`src/rtl/parking_pkg.sv`:
```
// Shared types and constants for the parking request front-end.
package parking_pkg;

    localparam int PLATE_W = 16;

    localparam logic DIR_IN  = 1'b0;
    localparam logic DIR_OUT = 1'b1;

    localparam logic [1:0] ERR_CONFLICT  = 2'b00;
    localparam logic [1:0] ERR_BAD_PLATE = 2'b01;
    localparam logic [1:0] ERR_FULL      = 2'b10;
    localparam logic [1:0] ERR_LEAK      = 2'b11;

    typedef struct packed {
        logic [PLATE_W-1:0] plate;
        logic               dir;
    } req_entry_t;

endpackage

```
`src/rtl/parking_plate_check.sv`:
```
// Combinational BCD plate validator: every nibble must be 0..9 and the
// plate must not be all zeros.
module parking_plate_check
    import parking_pkg::*;
(
    input  logic [PLATE_W-1:0] plate_i,
    output logic               plate_ok_o
);

    logic digits_ok;

    // Scan every nibble for a non-BCD digit.
    always_comb begin
        digits_ok = 1'b1;
        for (int n = 0; n < PLATE_W / 4; n++) begin
            if (plate_i[n*4 +: 4] > 4'd9) begin
                digits_ok = 1'b0;
            end
        end
    end

    assign plate_ok_o = digits_ok && (plate_i != '0);

endmodule

```
`src/rtl/parking_request_queue.sv`:
```
// Request front-end for the parking lot controller: validates entry/exit
// pulses, queues accepted requests FIFO-style, and hands them to the
// controller over valid/ready. Rejections produce a one-cycle err_flag.
// Optional build macro: PARKING_REQ_DUP_FILTER_EN drops requests whose
// {plate, dir} already sits in the queue (reported as ERR_FULL).
module parking_request_queue
    import parking_pkg::*;
#(
    parameter int DEPTH = 4,
    parameter int CNT_W = $clog2(DEPTH) + 1
) (
    input  logic               clock,
    input  logic               reset,
    input  logic [PLATE_W-1:0] license_plate,
    input  logic               in_mode,
    input  logic               out_mode,
    input  logic               leakage,
    output logic               req_valid,
    input  logic               req_ready,
    output logic [PLATE_W-1:0] req_plate,
    output logic               req_dir,
    output logic [CNT_W-1:0]   queue_count,
    output logic               queue_full,
    output logic               err_flag,
    output logic [1:0]         err_code
);

    localparam int PTR_W = $clog2(DEPTH);

    req_entry_t       mem_q [DEPTH];
    logic [PTR_W-1:0] wr_ptr_q, wr_ptr_d;
    logic [PTR_W-1:0] rd_ptr_q, rd_ptr_d;
    logic [CNT_W-1:0] count_q, count_d;
    logic             err_flag_q, err_flag_d;
    logic [1:0]       err_code_q, err_code_d;

    logic       plate_ok;
    logic       req;
    logic       push;
    logic       pop;
    logic       full;
    logic       dup_hit;
    req_entry_t new_entry;
    req_entry_t head;

    parking_plate_check u_plate_check (
        .plate_i    (license_plate),
        .plate_ok_o (plate_ok)
    );

    assign req             = in_mode | out_mode;
    assign new_entry.plate = license_plate;
    assign new_entry.dir   = out_mode ? DIR_OUT : DIR_IN;
    assign full            = (count_q == CNT_W'(DEPTH));

`ifdef PARKING_REQ_DUP_FILTER_EN
    logic [DEPTH-1:0] match;

    // One comparator per slot; a slot only counts if it lies inside the
    // occupied window starting at the read pointer.
    for (genvar i = 0; i < DEPTH; i++) begin : g_dup
        logic [PTR_W-1:0] off;
        assign off      = PTR_W'(i) - rd_ptr_q;
        assign match[i] = (CNT_W'(off) < count_q) && (mem_q[i] == new_entry);
    end

    assign dup_hit = |match;
`else
    assign dup_hit = 1'b0;
`endif

    // Validate the sampled request; first failing check sets the code.
    always_comb begin
        err_flag_d = 1'b0;
        err_code_d = ERR_CONFLICT;
        push       = 1'b0;
        if (req) begin
            err_flag_d = 1'b1;
            if (in_mode && out_mode) begin
                err_code_d = ERR_CONFLICT;
            end else if (!plate_ok) begin
                err_code_d = ERR_BAD_PLATE;
            end else if (in_mode && leakage) begin
                err_code_d = ERR_LEAK;
            end else if (dup_hit) begin
                err_code_d = ERR_FULL;
            end else if (full) begin
                // Judged on the pre-edge count: a same-edge pop does not
                // make room.
                err_code_d = ERR_FULL;
            end else begin
                err_flag_d = 1'b0;
                push       = 1'b1;
            end
        end
    end

    assign pop = req_valid & req_ready;

    // Pointer and occupancy next-state.
    always_comb begin
        wr_ptr_d = wr_ptr_q;
        rd_ptr_d = rd_ptr_q;
        count_d  = count_q;
        if (push) begin
            wr_ptr_d = wr_ptr_q + PTR_W'(1);
        end
        if (pop) begin
            rd_ptr_d = rd_ptr_q + PTR_W'(1);
        end
        case ({push, pop})
            2'b10:   count_d = count_q + CNT_W'(1);
            2'b01:   count_d = count_q - CNT_W'(1);
            default: count_d = count_q;
        endcase
    end

    // Queue state, storage and registered error pulse.
    always_ff @(posedge clock) begin
        if (reset) begin
            wr_ptr_q   <= '0;
            rd_ptr_q   <= '0;
            count_q    <= '0;
            err_flag_q <= 1'b0;
            err_code_q <= ERR_CONFLICT;
            for (int i = 0; i < DEPTH; i++) begin
                mem_q[i] <= '0;
            end
        end else begin
            wr_ptr_q   <= wr_ptr_d;
            rd_ptr_q   <= rd_ptr_d;
            count_q    <= count_d;
            err_flag_q <= err_flag_d;
            err_code_q <= err_code_d;
            if (push) begin
                mem_q[wr_ptr_q] <= new_entry;
            end
        end
    end

    // Head is read straight from storage, so it stays put while stalled;
    // zeros are shown whenever the queue is empty.
    assign head        = mem_q[rd_ptr_q];
    assign req_valid   = (count_q != '0);
    assign req_plate   = req_valid ? head.plate : '0;
    assign req_dir     = req_valid ? head.dir : 1'b0;
    assign queue_count = count_q;
    assign queue_full  = full;
    assign err_flag    = err_flag_q;
    assign err_code    = err_code_q;

endmodule
```
`config.mk`:
```
export PLATFORM = sky130hd
export DESIGN_NAME = parking_request_queue
export DESIGN_NICKNAME = d
export VERILOG_FILES = /design/src/rtl/parking_pkg.sv /design/src/rtl/parking_plate_check.sv /design/src/rtl/parking_request_queue.sv
export SDC_FILE = /design/constraint.sdc
export NUM_CORES = 1
export LEC_CHECK = 0
export BUFFER_PORTS_ARGS = -buffer_cell sky130_fd_sc_hd__buf_4
export CAP_MARGIN = 20
export CORE_ASPECT_RATIO = 1.1
export CORE_MARGIN = 4
export CORE_UTILIZATION = 50
export CTS_CLUSTER_DIAMETER = 60
export DETAILED_ROUTE_END_ITERATION = 16
export GPL_ROUTABILITY_DRIVEN = 0
export PLACE_DENSITY = 0.74
export REMOVE_ABC_BUFFERS = 1
export SKIP_LAST_GASP = 1
export SLEW_MARGIN = 20
export SYNTH_ARGS = -nofsm -noshare
export SYNTH_HDL_FRONTEND = slang
export SYNTH_SLANG_ARGS = --single-unit
```
`constraint.sdc`:
```
create_clock -name clock -period 5.9 [get_ports clock]
set_clock_uncertainty 0.2 [all_clocks]
set_input_delay 0.885 -clock clock [delete_from_list [all_inputs] [get_ports clock]]
set_output_delay 0.885 -clock clock [all_outputs]
set_load 0.01 [all_outputs]
```
Word-level counts from Yosys, hierarchy flattened
Memories as Yosys holds them, arrays and structs flattened. A register that Yosys moved wholly into a read port is not among the register bits.
Index checks and enable logic that the tools add are counted.
{"block": "word_totals", "romBits": 0, "mem_bits_rw": 68, "out_inout_bits": 25, "elab_cells": 62, "mem_count": 1, "ff_bits": 10, "input_bits": 22, "latch_bits": 0}
{"memory": "mem_q", "depth": 4, "word_bits": 17, "read_ports": 1, "rd_ports_with_merged_regs": 1, "wr": 4, "line": "parking_request_queue.sv:30", "rtl": "req_entry_t mem_q [DEPTH];"}
{"block": "classes", "n_eq_ne": 3, "reduce_logical": 10, "n_mux": 30, "shifts": 0, "n_addsub": 4, "bitwise": 4, "order_cmp": 4, "multipliers": 0, "n_div": 0}
{"operator": "$mux W1", "n": 22}
{"operator": "$mux W17", "n": 1}
{"operator": "$reduce_or A17 Y1", "n": 1}
{"operator": "$gt A4 B4 Y1 const B", "n": 4}
{"operator": "$mux W16", "n": 1}
{"operator": "$reduce_bool A16 Y1", "n": 1}
{"operator": "$mux W2", "n": 5}
{"operator": "$pmux W3 S2", "n": 1}
{"operator": "$add A2 B1 Y2 const B", "n": 2}
{"operator": "$reduce_or A4 Y1", "n": 1}
{"operator": "$add A3 B1 Y3 const B", "n": 1}
{"operator": "$eq A3 B3 Y1 const B", "n": 1}
{"operator": "$logic_and A1 B1 Y1", "n": 3}
{"operator": "$reduce_bool A3 Y1", "n": 1}
{"operator": "$reduce_or A3 Y1", "n": 1}
{"operator": "$sub A3 B1 Y3 const B", "n": 1}
{"operator": "$eq A2 B1 Y1 const B", "n": 1}
{"operator": "$eq A2 B2 Y1 const B", "n": 1}
{"operator": "$not A1 Y1", "n": 2}
{"operator": "$reduce_bool A2 Y1", "n": 1}
{"operator": "$reduce_or A2 Y1", "n": 1}
{"operator": "$and A1 B1 Y1", "n": 1}
{"operator": "$or A1 B1 Y1", "n": 1}

Depth between registers and ports, before layout
{"block": "depth", "ltp_word": 14, "ltp_mapped": 11, "depth_no_buf": 10}

Hierarchy
Synthesis repeated with hierarchy kept, for this count alone.
{"block": "hier_totals", "cells_unflattened": 288, "area_unflattened_um2": 3883.7}
{"module": "parking_request_queue", "seq_area_each_um2": 2282.2, "area_each_um2": 3819.9, "cells_each": 277, "n_inst": 1}
{"module": "parking_plate_check", "seq_area_each_um2": 0.0, "area_each_um2": 63.8, "cells_each": 11, "n_inst": 1}

Least setup slack after synthesis
No wires, ideal clock.
{"block": "synth_timing", "path_type": "input port to flip-flop", "from": "in license_plate[10]", "to": "reg count_q[2], in the netlist queue_count[2]", "required_ns": 5.629, "n_path_buf": 1, "arrival_time_ns": 2.754, "setup_ns": 0.071, "path_slack_ns": 2.876, "cell_stages": 11, "cell_sequence": "nor4_1 > and4_1 > buf_2 > nor4_2 > inv_1 > ha_1 > inv_1 > fa_1 > xor2_1 > or3_1 > a21oi_1"}
{"block": "synth_via", "elab_chain_cells": 9, "word_cells_on_any_way": 12}
{"element": "start: declaration", "line": "parking_request_queue.sv:14", "rtl": "input logic [PLATE_W-1:0] license_plate,"}
{"element": "$gt A4 B4 Y1", "line": "parking_plate_check.sv:16", "rtl": "if (plate_i[n*4 +: 4] > 4'd9) begin"}
{"element": "$mux W1 (2 in series)", "line": "parking_plate_check.sv:16"}
{"element": "$logic_and A1 B1 Y1 *", "line": "parking_plate_check.sv:22", "rtl": "assign plate_ok_o = digits_ok && (plate_i != '0);"}
{"element": "$mux W1 *", "line": "parking_request_queue.sv:81", "rtl": "end else if (!plate_ok) begin"}
{"element": "$mux W1 *", "line": "parking_request_queue.sv:79", "rtl": "if (in_mode && out_mode) begin"}
{"element": "$mux W1 *", "line": "parking_request_queue.sv:77", "rtl": "if (req) begin"}
{"element": "$eq A2 B1 Y1 or $eq A2 B2 Y1 (tied branches)", "line": "parking_request_queue.sv:111", "rtl": "case ({push, pop})"}
{"element": "$pmux W3 S2 or $reduce_bool A2 Y1 (tied branches)"}
{"element": "end signal: assignment", "line": "parking_request_queue.sv:132", "rtl": "count_q <= count_d;"}
{"element": "end: declaration", "line": "parking_request_queue.sv:33", "rtl": "logic [CNT_W-1:0] count_q, count_d;"}
Every way passes the cells marked *; elsewhere a longest branch is shown, timed or not.
A chain may end at the register's enable or synchronous reset.

Worst setup path after layout
Same ends and word-level chain as after synthesis.

==> results by group <==
Clock tree
  – Total CTS buffers: 9
  – H-tree depth: 3
  – Post-CTS Resized: 0
  – Clock Tree Buf Depth: 2
  – Clock tree root buffer cell: clkbuf_8
  – Setup Buffers After CTS: 0
  – TritonCTS clock tree: done
  – Clk sink count: 80
  – Clock-pin transition on the worst setup and hold timing paths: 0.07 ns
  – CTS hold repair buffers: 0
  – Clock Latency Late Sink: 0.34 ns

Final layout
  – Area delta synth->final: 14.5%
  – Layout Nets: 331
  – Antenna diode count: 0
  – Share of cells above drive strength 1: 27.6%
  – Non-Filler Instances: 397

Critical path
  – Delay-heaviest family, CP: simple AND/OR/NAND/NOR gates
  – Worst Setup Start Kind: input port
  – CP peak stage delay: 0.48 ns
  – Critical Path Sink Type: register
  – R2r setup slk: 3.10 ns
  – CP Data Arrival Time: 3.25 ns
  – Worst setup endpoint: queue_count[2]
  – Buf+Inv Stages, Crit Path: 3
  – Worst Setup SP: license_plate[10]
  – Critical R2R Launch: queue_count[2]
  – CP most frequent cell: inv_1
  – Setup CP Type: in2reg
  – CP Cell Sequence: buf_4, o21ai_0, nand4_2, nor4_2, inv_1, ha_1, inv_1, fa_1, xor2_1, or3_1, a21oi_1
  – Crit. path cell count: 11
  – Crit path required time: approximately 6.0 ns
  – Slowest-stage cell, CP: nor4_2
  – Crit Path Max Fanout: 7
  – RR Endpoint: queue_count[2]
  – Reg2Reg Depth: 10

Synthesis
  – Yosys warns: 0
  – Post-synth ARST share: 0%
  – Post-synth EDFFs: 68
  – Post-synthesis register bit count: 80
  – Seq/Total Area, Yosys: 60.7%
  – Main synth FF type: edfxtp_1
  – Mean Syn Cell Area: 14.2 sq um
  – Cell variety after synth: 38
  – Most common cell in the netlist: edfxtp_1
  – Synthesized area: between 3000 and 4000 sq um
  – Yosys top cell by area: edfxtp_1
  – Top post-synthesis cells by area: edfxtp_1, mux4_2, and3_1
  – Top cells by count, synth: edfxtp_1, and3_1, and2_1
  – Synth top area share: between 50% and 60%
  – Cell count after synthesis: 265

Global routing
  – First-pass GRT wire length: 12100 um
  – Met3 usage in global routing: 3.05%
  – Met2 Resource Use GR: a little under a third
  – Antenna violations before repair: 0
  – GR met1 Demand/Resource: 22.8%
  – Largest net degree at the start of global routing: 66
  – GRT Max-Usage Layer: met2
  – GRT overflow: 0
  – Vias in the first global route: 2328
  – Total global-route track usage: 17.8%

Route
  – Detailed-route wire length: 7560 um
  – Vias per cell: approximately 5.8
  – WL/cell: about 19 um
  – DRT antenna net count: 0
  – DRT Pass-1 Iters: 4
  – Vias: roughly 2300
  – Iter 0 DRT Violations: about 150
  – DRC errors left: 0

Timing
  – Max Fclk: 0.315 GHz
  – Tcrit/Tclk final: 53.8%
  – Slew Viols, Final: 0
  – Fin. Hold Viols: 0
  – Final setup vio count: 0
  – TNS Setup: 0 ns
  – Fin crit period: 3.17 ns
  – Worst slew pin tran: 0.920 ns
  – RSZ-0062 raised after global routing: no
  – Setup ws final: roughly 2.7 ns
  – Worst slew margin: between 30% and 40%

Power and ir drop
  – PwrDens: roughly 280 nW/um^2
  – Worst vdd ir: about 0.14 mV
  – Leak: 1.79 nW
  – Tot Pwr: between 0.001 and 0.0015 W

Placement
  – Placed instance count: roughly 380
  – # port buffers: 46
  – Pre-CTS WS: approximately 2.3 ns
  – Final HPWL DP: 4620 um

Floorplanning
  – Row cnt: 32
  – Initial core utilization: between 50% and 60%
  – Die W: 90.7 um
  – Die H: 99.0 um
  – IO Pins: 47
  – Core Area: 7170 sq um
  – Die area: 8970 sq um

Outcome
  – Outcome: completed

Job
  – Max Cap Viol: 0

Hold path
  – Worst Hold Class: reg2reg
  – Hold Crit Start: wr_ptr_q[1]
  – Hold Path Stages: 2
==> final cells by class <==
| cell class | instances | area, sq um |
|---|---|---|
| Tap cell | 85 | 106 |
| Clock buffer | 10 | 128 |
| Fill cell | 576 | 2860 |
| Timing Repair Buffer | 50 | 375 |
| Sequential cell | 80 | 2280 |
| Multi-Input combinational cell | 162 | 1340 |
| Inverter | 4 | 15.0 |
| Clock inverter | 6 | 60.1 |
==> registers in the layout (all words and copies together) (netlist names), named ones only <==
register,cells
mem_q,68
queue_count,3
err_code,2
rd_ptr_q,2
wr_ptr_q,2
err_flag,1
==> power by group <==
part	internal (W)	leakage, nW	switching (W)
logic	0.0000845	0.903	0.0000982
clock network	0.000193	0.0836	0.000192
registers	0.000637	0.803	0.0000107
total	0.000914	1.79	0.000301
==> cell usage in the layout, fill, tap and decap left out, types with 4 or more instances in the layout <==
cell type,instances
dfxtp_1,12
edfxtp_1,68
a21o_1,4
nor4_1,5
inv_1,4
and3_1,48
o21ai_0,9
mux4_2,17
buf_4,50
nor2b_1,5
clkbuf_8,9
and2_1,34
nor2_1,9
==> kinds of logic after synthesis <==
logic type / share of synthesized area, %
muxes: 10.5
xor gates and xnor gates: 0.932
buffers and inverters: 3.76
AOI/OAI and AO/OA: 3.06
adders and majority gates: 0.865
DFF: 60.7
and+or+nand+nor: 20.2
==> worst reg2reg max path: stages, from the launching register on <==
cell and delay [ns]:
dfxtp_1 0.39, nor3b_1 0.43, nand2b_1 0.31, nor4_2 0.10
inv_1 0.08, ha_1 0.17, inv_1 0.06, fa_1 0.39
xor2_1 0.16, or3_1 0.31, a21oi_1 0.14
==> worst min path at each step <==
stage,slack (ns),end
floorplan,0.28,wr_ptr_q[1]
global placement,0.30,wr_ptr_q[1]
detailed placement,0.32,queue_count[2]
CTS,0.33,queue_count[2]
global route,0.35,wr_ptr_q[1]
finish,0.34,wr_ptr_q[1]
==> metrics by stage <==
step	util [%]	hold slack [ns]	area, sq um
global route	60.1	0.350	4310
CTS	60.1	0.334	4310
detailed placement	57.5	0.321	4120
global placement	57.4	0.296	4120
finish	60.1	0.336	4310
floorplan	-	0.277	3630
==> metal layers <==
layer	share of wire [%]	vias up	wire [um]
met4	0.58	0	44
met2	53	62	4000
met1	42	1133	3150
met5	0	-	0
met3	4.8	4	362
li1	-	1090	-
Power figures use the tool's default switching activity.
